==> config.mk <==
export PLATFORM = sky130hd
export DESIGN_NAME = gb_irq_ctrl
export DESIGN_NICKNAME = d
export VERILOG_FILES = /design/src/rtl/gb_irq_ctrl.sv
export SDC_FILE = /design/constraint.sdc
export NUM_CORES = 1
export LEC_CHECK = 0
export BUFFER_PORTS_ARGS = -buffer_cell sky130_fd_sc_hd__buf_4
export CORE_UTILIZATION = 42
export DETAILED_ROUTE_END_ITERATION = 8
export MAX_ROUTING_LAYER = met4
export PLACE_DENSITY = 0.84
export SYNTH_ARGS = -nofsm -noshare
export SYNTH_HDL_FRONTEND = slang
export SYNTH_SLANG_ARGS = --single-unit
==> constraint.sdc <==
create_clock -name clk -period 3.2 [get_ports clk]
set_clock_uncertainty 0.15 [all_clocks]
set_input_delay 0.16 -clock clk [delete_from_list [all_inputs] [get_ports clk]]
set_output_delay 0.16 -clock clk [all_outputs]
set_load 0.005 [all_outputs]
==> src/rtl/gb_irq_ctrl.sv <==
// Interrupt controller owning IF/IE: detects peripheral requests into IF,
// resolves the highest-priority enabled request and clears it on dispatch.
module gb_irq_ctrl #(
  parameter int          NUM_IRQ       = 5,
  parameter logic [7:0]  LEVEL_MASK    = 8'h00,
  parameter logic [15:0] IF_ADDR       = 16'hFF0F,
  parameter logic [15:0] IE_ADDR       = 16'hFFFF,
  parameter logic [15:0] VECTOR_BASE   = 16'h0040,
  parameter int          VECTOR_STRIDE = 8
) (
  input  logic               clk,
  input  logic               reset,
  input  logic [15:0]        addr,
  input  logic [7:0]         data_i,
  input  logic               wren,
  output logic [7:0]         data_o,
  input  logic [NUM_IRQ-1:0] irq_i,
  input  logic               clear_interrupt_flag,
  output logic [7:0]         reg_IF,
  output logic [7:0]         reg_IE,
  output logic               irq_pending,
  output logic [15:0]        irq_vector
);

  logic [NUM_IRQ-1:0] if_q;
  logic [7:0]         ie_q;
  logic [NUM_IRQ-1:0] irq_d;

  logic [NUM_IRQ-1:0] lvl;
  logic [NUM_IRQ-1:0] set;
  logic [NUM_IRQ-1:0] pend;
  logic [NUM_IRQ-1:0] pick;
  logic [NUM_IRQ-1:0] ack_mask;
  logic [2:0]         idx;
  logic               found;
  logic               wr_if;
  logic               wr_ie;

  assign lvl   = LEVEL_MASK[NUM_IRQ-1:0];
  assign set   = (irq_i & lvl) | (irq_i & ~irq_d & ~lvl);
  assign pend  = if_q & ie_q[NUM_IRQ-1:0];
  assign wr_if = wren && (addr == IF_ADDR);
  assign wr_ie = wren && (addr == IE_ADDR);

  // Lowest pending index wins; pick is its one-hot form for the acknowledge.
  always_comb begin
    idx   = 3'd0;
    found = 1'b0;
    pick  = '0;
    for (int i = 0; i < NUM_IRQ; i++) begin
      if (pend[i] && !found) begin
        found   = 1'b1;
        idx     = 3'(i);
        pick[i] = 1'b1;
      end
    end
  end

  assign irq_pending = |pend;
  assign irq_vector  = VECTOR_BASE + 16'(idx) * 16'(VECTOR_STRIDE);
  assign ack_mask    = clear_interrupt_flag ? pick : '0;

  // Unimplemented IF bits read back as 1.
  always_comb begin
    reg_IF              = 8'hFF;
    reg_IF[NUM_IRQ-1:0] = if_q;
  end

  assign reg_IE = ie_q;

  always_comb begin
    data_o = 8'hFF;
    if (addr == IF_ADDR)      data_o = reg_IF;
    else if (addr == IE_ADDR) data_o = reg_IE;
  end

  // irq_d samples through reset so a line held high across reset is not an edge.
  always_ff @(posedge clk) begin
    irq_d <= irq_i;
    if (reset) begin
      if_q <= '0;
      ie_q <= 8'h00;
    end else begin
      if (wr_if) if_q <= data_i[NUM_IRQ-1:0] | set;
      else       if_q <= (if_q & ~ack_mask) | set;
      if (wr_ie) ie_q <= data_i;
    end
  end

endmodule

# Word level (Yosys, flattened, before mapping)
# Cells that the tools add are included.
totals:
  ff_bits: 18
  input_bits: 33
  out_inout_bits: 41
  elab_cells: 40
classes:
  addsub: 1
  eq_ne: 2
  mux: 16
  bitwise: 7
  n_reduce_logical: 11
ops:
  columns: ["cell", "n"]
  rows:
  - ["$eq A16 B16 Y1 const B", 2]
  - ["$mux W8", 2]
  - ["$and A5 B5 Y5", 3]
  - ["$mux W5", 2]
  - ["$not A5 Y5", 2]
  - ["$or A5 B5 Y5", 2]
  - ["$mux W1", 9]
  - ["$add A7 B6 Y8 const A", 1]
  - ["$logic_and A1 B1 Y1", 6]
  - ["$mux W3", 2]
  - ["$reduce_or A5 Y1", 1]
  - ["$logic_not A1 Y1", 4]
  - ["$mux W2", 1]

# Longest topological paths before layout
depth:
  ltp_word: 19
  mapped_depth: 6
  ltp_nobuf: 4

# Worst setup path before layout
# No wires, ideal clock.
synth_timing:
  path_type: "input to register"
  startpoint: "input port addr[4]"
  endpoint: "register if_q[0]"
  setup_ns: 0.132
  arrival_ns: 1.449
  required_time_ns: 2.918
  slack_ns: 1.468
  cell_stages: 5
  n_path_buf: 1
  cell_sequence: "or4_4 -> or4_1 -> buf_2 -> o211ai_1 -> a21oi_1"
synth_between:
  elab_chain_cells: 3
synth_lines:
  columns: ["element", "line", "source"]
  rows:
  - ["start, declared", "13", "input logic [15:0] addr,"]
  - ["$eq A16 B16 Y1", "42", "assign wr_if = wren && (addr == IF_ADDR);"]
  - ["$logic_and A1 B1 Y1", "42", null]
  - ["$mux W5", "84", "if (wr_if) if_q <= data_i[NUM_IRQ-1:0] | set;"]
  - ["end signal, assigned", "84", null]
  - ["end signal, assigned", "85", "else if_q <= (if_q & ~ack_mask) | set;"]
  - ["end, declared", "25", "logic [NUM_IRQ-1:0] if_q;"]
# Every way passes these cells.
# A chain may end at the register's enable or synchronous reset.

# Final worst setup path
layout_timing:
  startpoint: "input port addr[4]"
  endpoint: "output port data_o[3]"
layout_between:
  elab_chain_cells: 3
  word_cells_on_any_way: 4
  classes_between: "eq/ne: 2; mux: 2"
layout_lines:
  columns: ["element", "line", "source"]
  rows:
  - ["$eq A16 B16 Y1", "74", "else if (addr == IE_ADDR) data_o = reg_IE;"]
  - ["$mux W8", "74", null]
  - ["$mux W8 (*)", "73", "if (addr == IF_ADDR) data_o = reg_IF;"]
  - ["end, declared", "16", "output logic [7:0] data_o,"]
# Mark *: on every way between the ends. The rest lies on a longest branch, timed or not.

==> out/qor.yml <==
die:
  die_y_um: 50.1
  initial_core_util: 0.444
  num_rows: 17
  fp.dieArea_sq_mm: 0.00251
  die_w_um: 50.1
  core_area_sq_mm: 0.00219
  ios: 74
critical_path:
  rr_startpoint: "reg_IE[1]"
  crit_start: "addr[4]"
  path_class: "in2out"
  r2r_end: "reg_IE[1]"
  r2r_slack_ns: 1.71
  cp_max_fo: 10
  reg2regPathDepth: 3
  crit_path_end_kind: "primary output"
  cp_data_required_time_ns: 2.89
  start_kind: "primary input"
  crit_arrival_ns: 1.80
final_layout:
  multi_input_area_sq_um: 498
  layout-drive-gt1-share: 0.351
  fill_cells: 167
  area_growth_pct: 53.7
  final_util: 0.682
  layout_common_cells: "58 x buf_4, 18 x dfxtp_1, 16 x conb_1"
  layout_commonest_cell: "buf_4"
  seqCellArea_sq_um: 360
  nNetsFinal: 220
  antenna_cells: 0
  post-route-cell-area_sq_mm: 0.00149
clocking:
  clockBufferDepth: 2
  cts_tree: "built"
  cts_made_buffers: 3
  cts_resized: 0
  postCtsSetupBuffers: 0
  htreeDepth: 1
  clkLatencyLatePin_ns: 0.28
  clock-sinks: 18
  clk_pin_slew_ns: 0.09
  cts_root_buffer: "clkbuf_4"
place:
  place_hpwl_um: 1920
  post_dp_cell_area_sq_mm: 0.00135
  gp_congestion: 0.761
  dp_slack_ns: 1.09
  port_buffers: 57
sta:
  setup_violations: 0
  fin_crit_sh: 0.659
  fin_ws_ns: 1.09
  clock.fmax_mhz: 474
  finalHoldViolCount: 0
  post-route-min-period_ns: 2.11
  max_slew.worst_pin.slew_ns: 0.791
  setup-tns-final_ns: 0
  slew_headroom: 0.468
  slew_viol_final: 0
  rsz0062_at_grt: "false"
drt:
  drt_iter0_drc: 38
  wirelength_um: 2660
  vias: 1135
  postRouteAntennaNets: 0
  vias_per_cell: 5.33
  firstDrtPassIters: 4
  route.detailed.drc: 0
  avgRoutedWirePerCell_um: 12.5
synth:
  syn_avg_cell_area_sq_um: 8.10
  ys_seq_area_frac: 0.371
  netlist_top_cells_area: "dfxtp_1 37%, buf_4 12%, a21oi_1 7.2%"
  synth_top_area_cell: "dfxtp_1"
  yosysWarnings: 0
  syn_area_sq_um: 972
  post_synth_num_cell_types: 21
  synth-seq-cells: 18
  netlist_instances: 120
  synth_top_area_frac: 0.371
global_route:
  grt_pass1_wl_um: 4060
  grt_overflow: 0
  antenna_found_initial: 0
  grt_pass1_vias: 974
  grt_max_degree: 17
  grt_usage: 0.220
hold_path:
  hold_depth: 3
  min_from: "data_i[4]"
  min_to: "reg_IE[4]"
  hold_class: "in2reg"
power:
  leakagePower_nw: 0.658
  power_density_mw_per_mm2: 280
  peakVddDrop_mv: 0.182
status:
  status: "complete, no violations"
job:
  maxCapViolations: 0
## sequential cells by signal, indices dropped and copies added (netlist names)
| register | flops |
|---|---|
| irq_d | 5 |
| if_q | 5 |
| reg_IE | 8 |
## cells in the mapped netlist
| cell type | n |
|---|---|
| nor2_1 | 1 |
| nor2b_1 | 1 |
| conb_1 | 2 |
| clkbuf_1 | 5 |
| or4_1 | 2 |
| a32oi_1 | 6 |
| inv_1 | 6 |
| o21ai_0 | 8 |
| a22oi_1 | 2 |
| nand2_1 | 5 |
| nand4_1 | 6 |
| o22a_1 | 5 |
| or2_2 | 3 |
| dfxtp_1 | 18 |
| nor4_1 | 2 |
| buf_2 | 1 |
| or4_4 | 1 |
| a21oi_1 | 14 |
| nand3_1 | 11 |
| buf_4 | 16 |
| o211ai_1 | 5 |
## cell families after synthesis
group                  count (synthesis)  synth area share
AO/OA/AOI/OAI                         40             0.266
flip-flops                            18             0.371
buffers and inverters                 28             0.171
AND/OR/NAND/NOR                       32             0.184
other                                  2           0.00772
## worst max-delay path by stage
stage                endpoint  slack (ns)  cells past startpoint
floorplan             if_q[0]        1.47                      5
global placement    data_o[1]        1.13                      5
detailed placement  data_o[3]        1.09                      5
CTS                 data_o[3]        1.09                      5
global route        data_o[3]        1.05                      5
finish              data_o[3]        1.09                      5
## where the power goes
part           switching, mW  internal (mW)  leakage [nW]  total, mW
clock                 0.0628         0.0437        0.0138      0.107
combinational         0.0293         0.0442         0.496     0.0735
sequential           0.00639          0.232         0.148      0.238
total                 0.0985          0.319         0.658      0.418
## per-stage QoR
| stage | hold WS [ns] | power [mW] | std cells |
|---|---|---|---|
| 4_1_cts | 0.00349 | 0.419 | 213 |
| 2_1_floorplan | 0.0377 | 0.275 | 134 |
| 3_5_place_dp | 0.126 | 0.305 | 198 |
| 3_3_place_gp | 0.126 | 0.303 | 198 |
| 5_1_grt | 0.0157 | 0.440 | 213 |
| 6_report | 0.0122 | 0.418 | 213 |
## layout make-up
| cell class | count | area share |
|---|---|---|
| clock buffer | 3 | 0.0151 |
| inverter | 6 | 0.0151 |
| multi-input combinational | 88 | 0.333 |
| sequential | 18 | 0.241 |
| tap | 28 | 0.0235 |
| timing repair buffer | 70 | 0.372 |
## critical path: stages
cell and delay (ns):
buf_4 0.11, or4_4 0.52, or4_1 0.60, o22a_1 0.26
buf_4 0.14
## routing by layer
| metal | wire length [um] | vias up | global-route usage |
|---|---|---|---|
| li1 | - | 549 | - |
| met1 | 1050 | 517 | 0.240 |
| met2 | 1400 | 67 | 0.396 |
| met3 | 194 | 2 | 0.0309 |
| met4 | 20 | 0 | 0.0857 |
| met5 | 0 | - | - |
## what timing repair did
item,in CTS,in global routing
setup endpoints to repair,0,0
hold endpoints to repair,18,0
hold buffers,12,0
No activity file was read; power rests on OpenSTA's default activity.
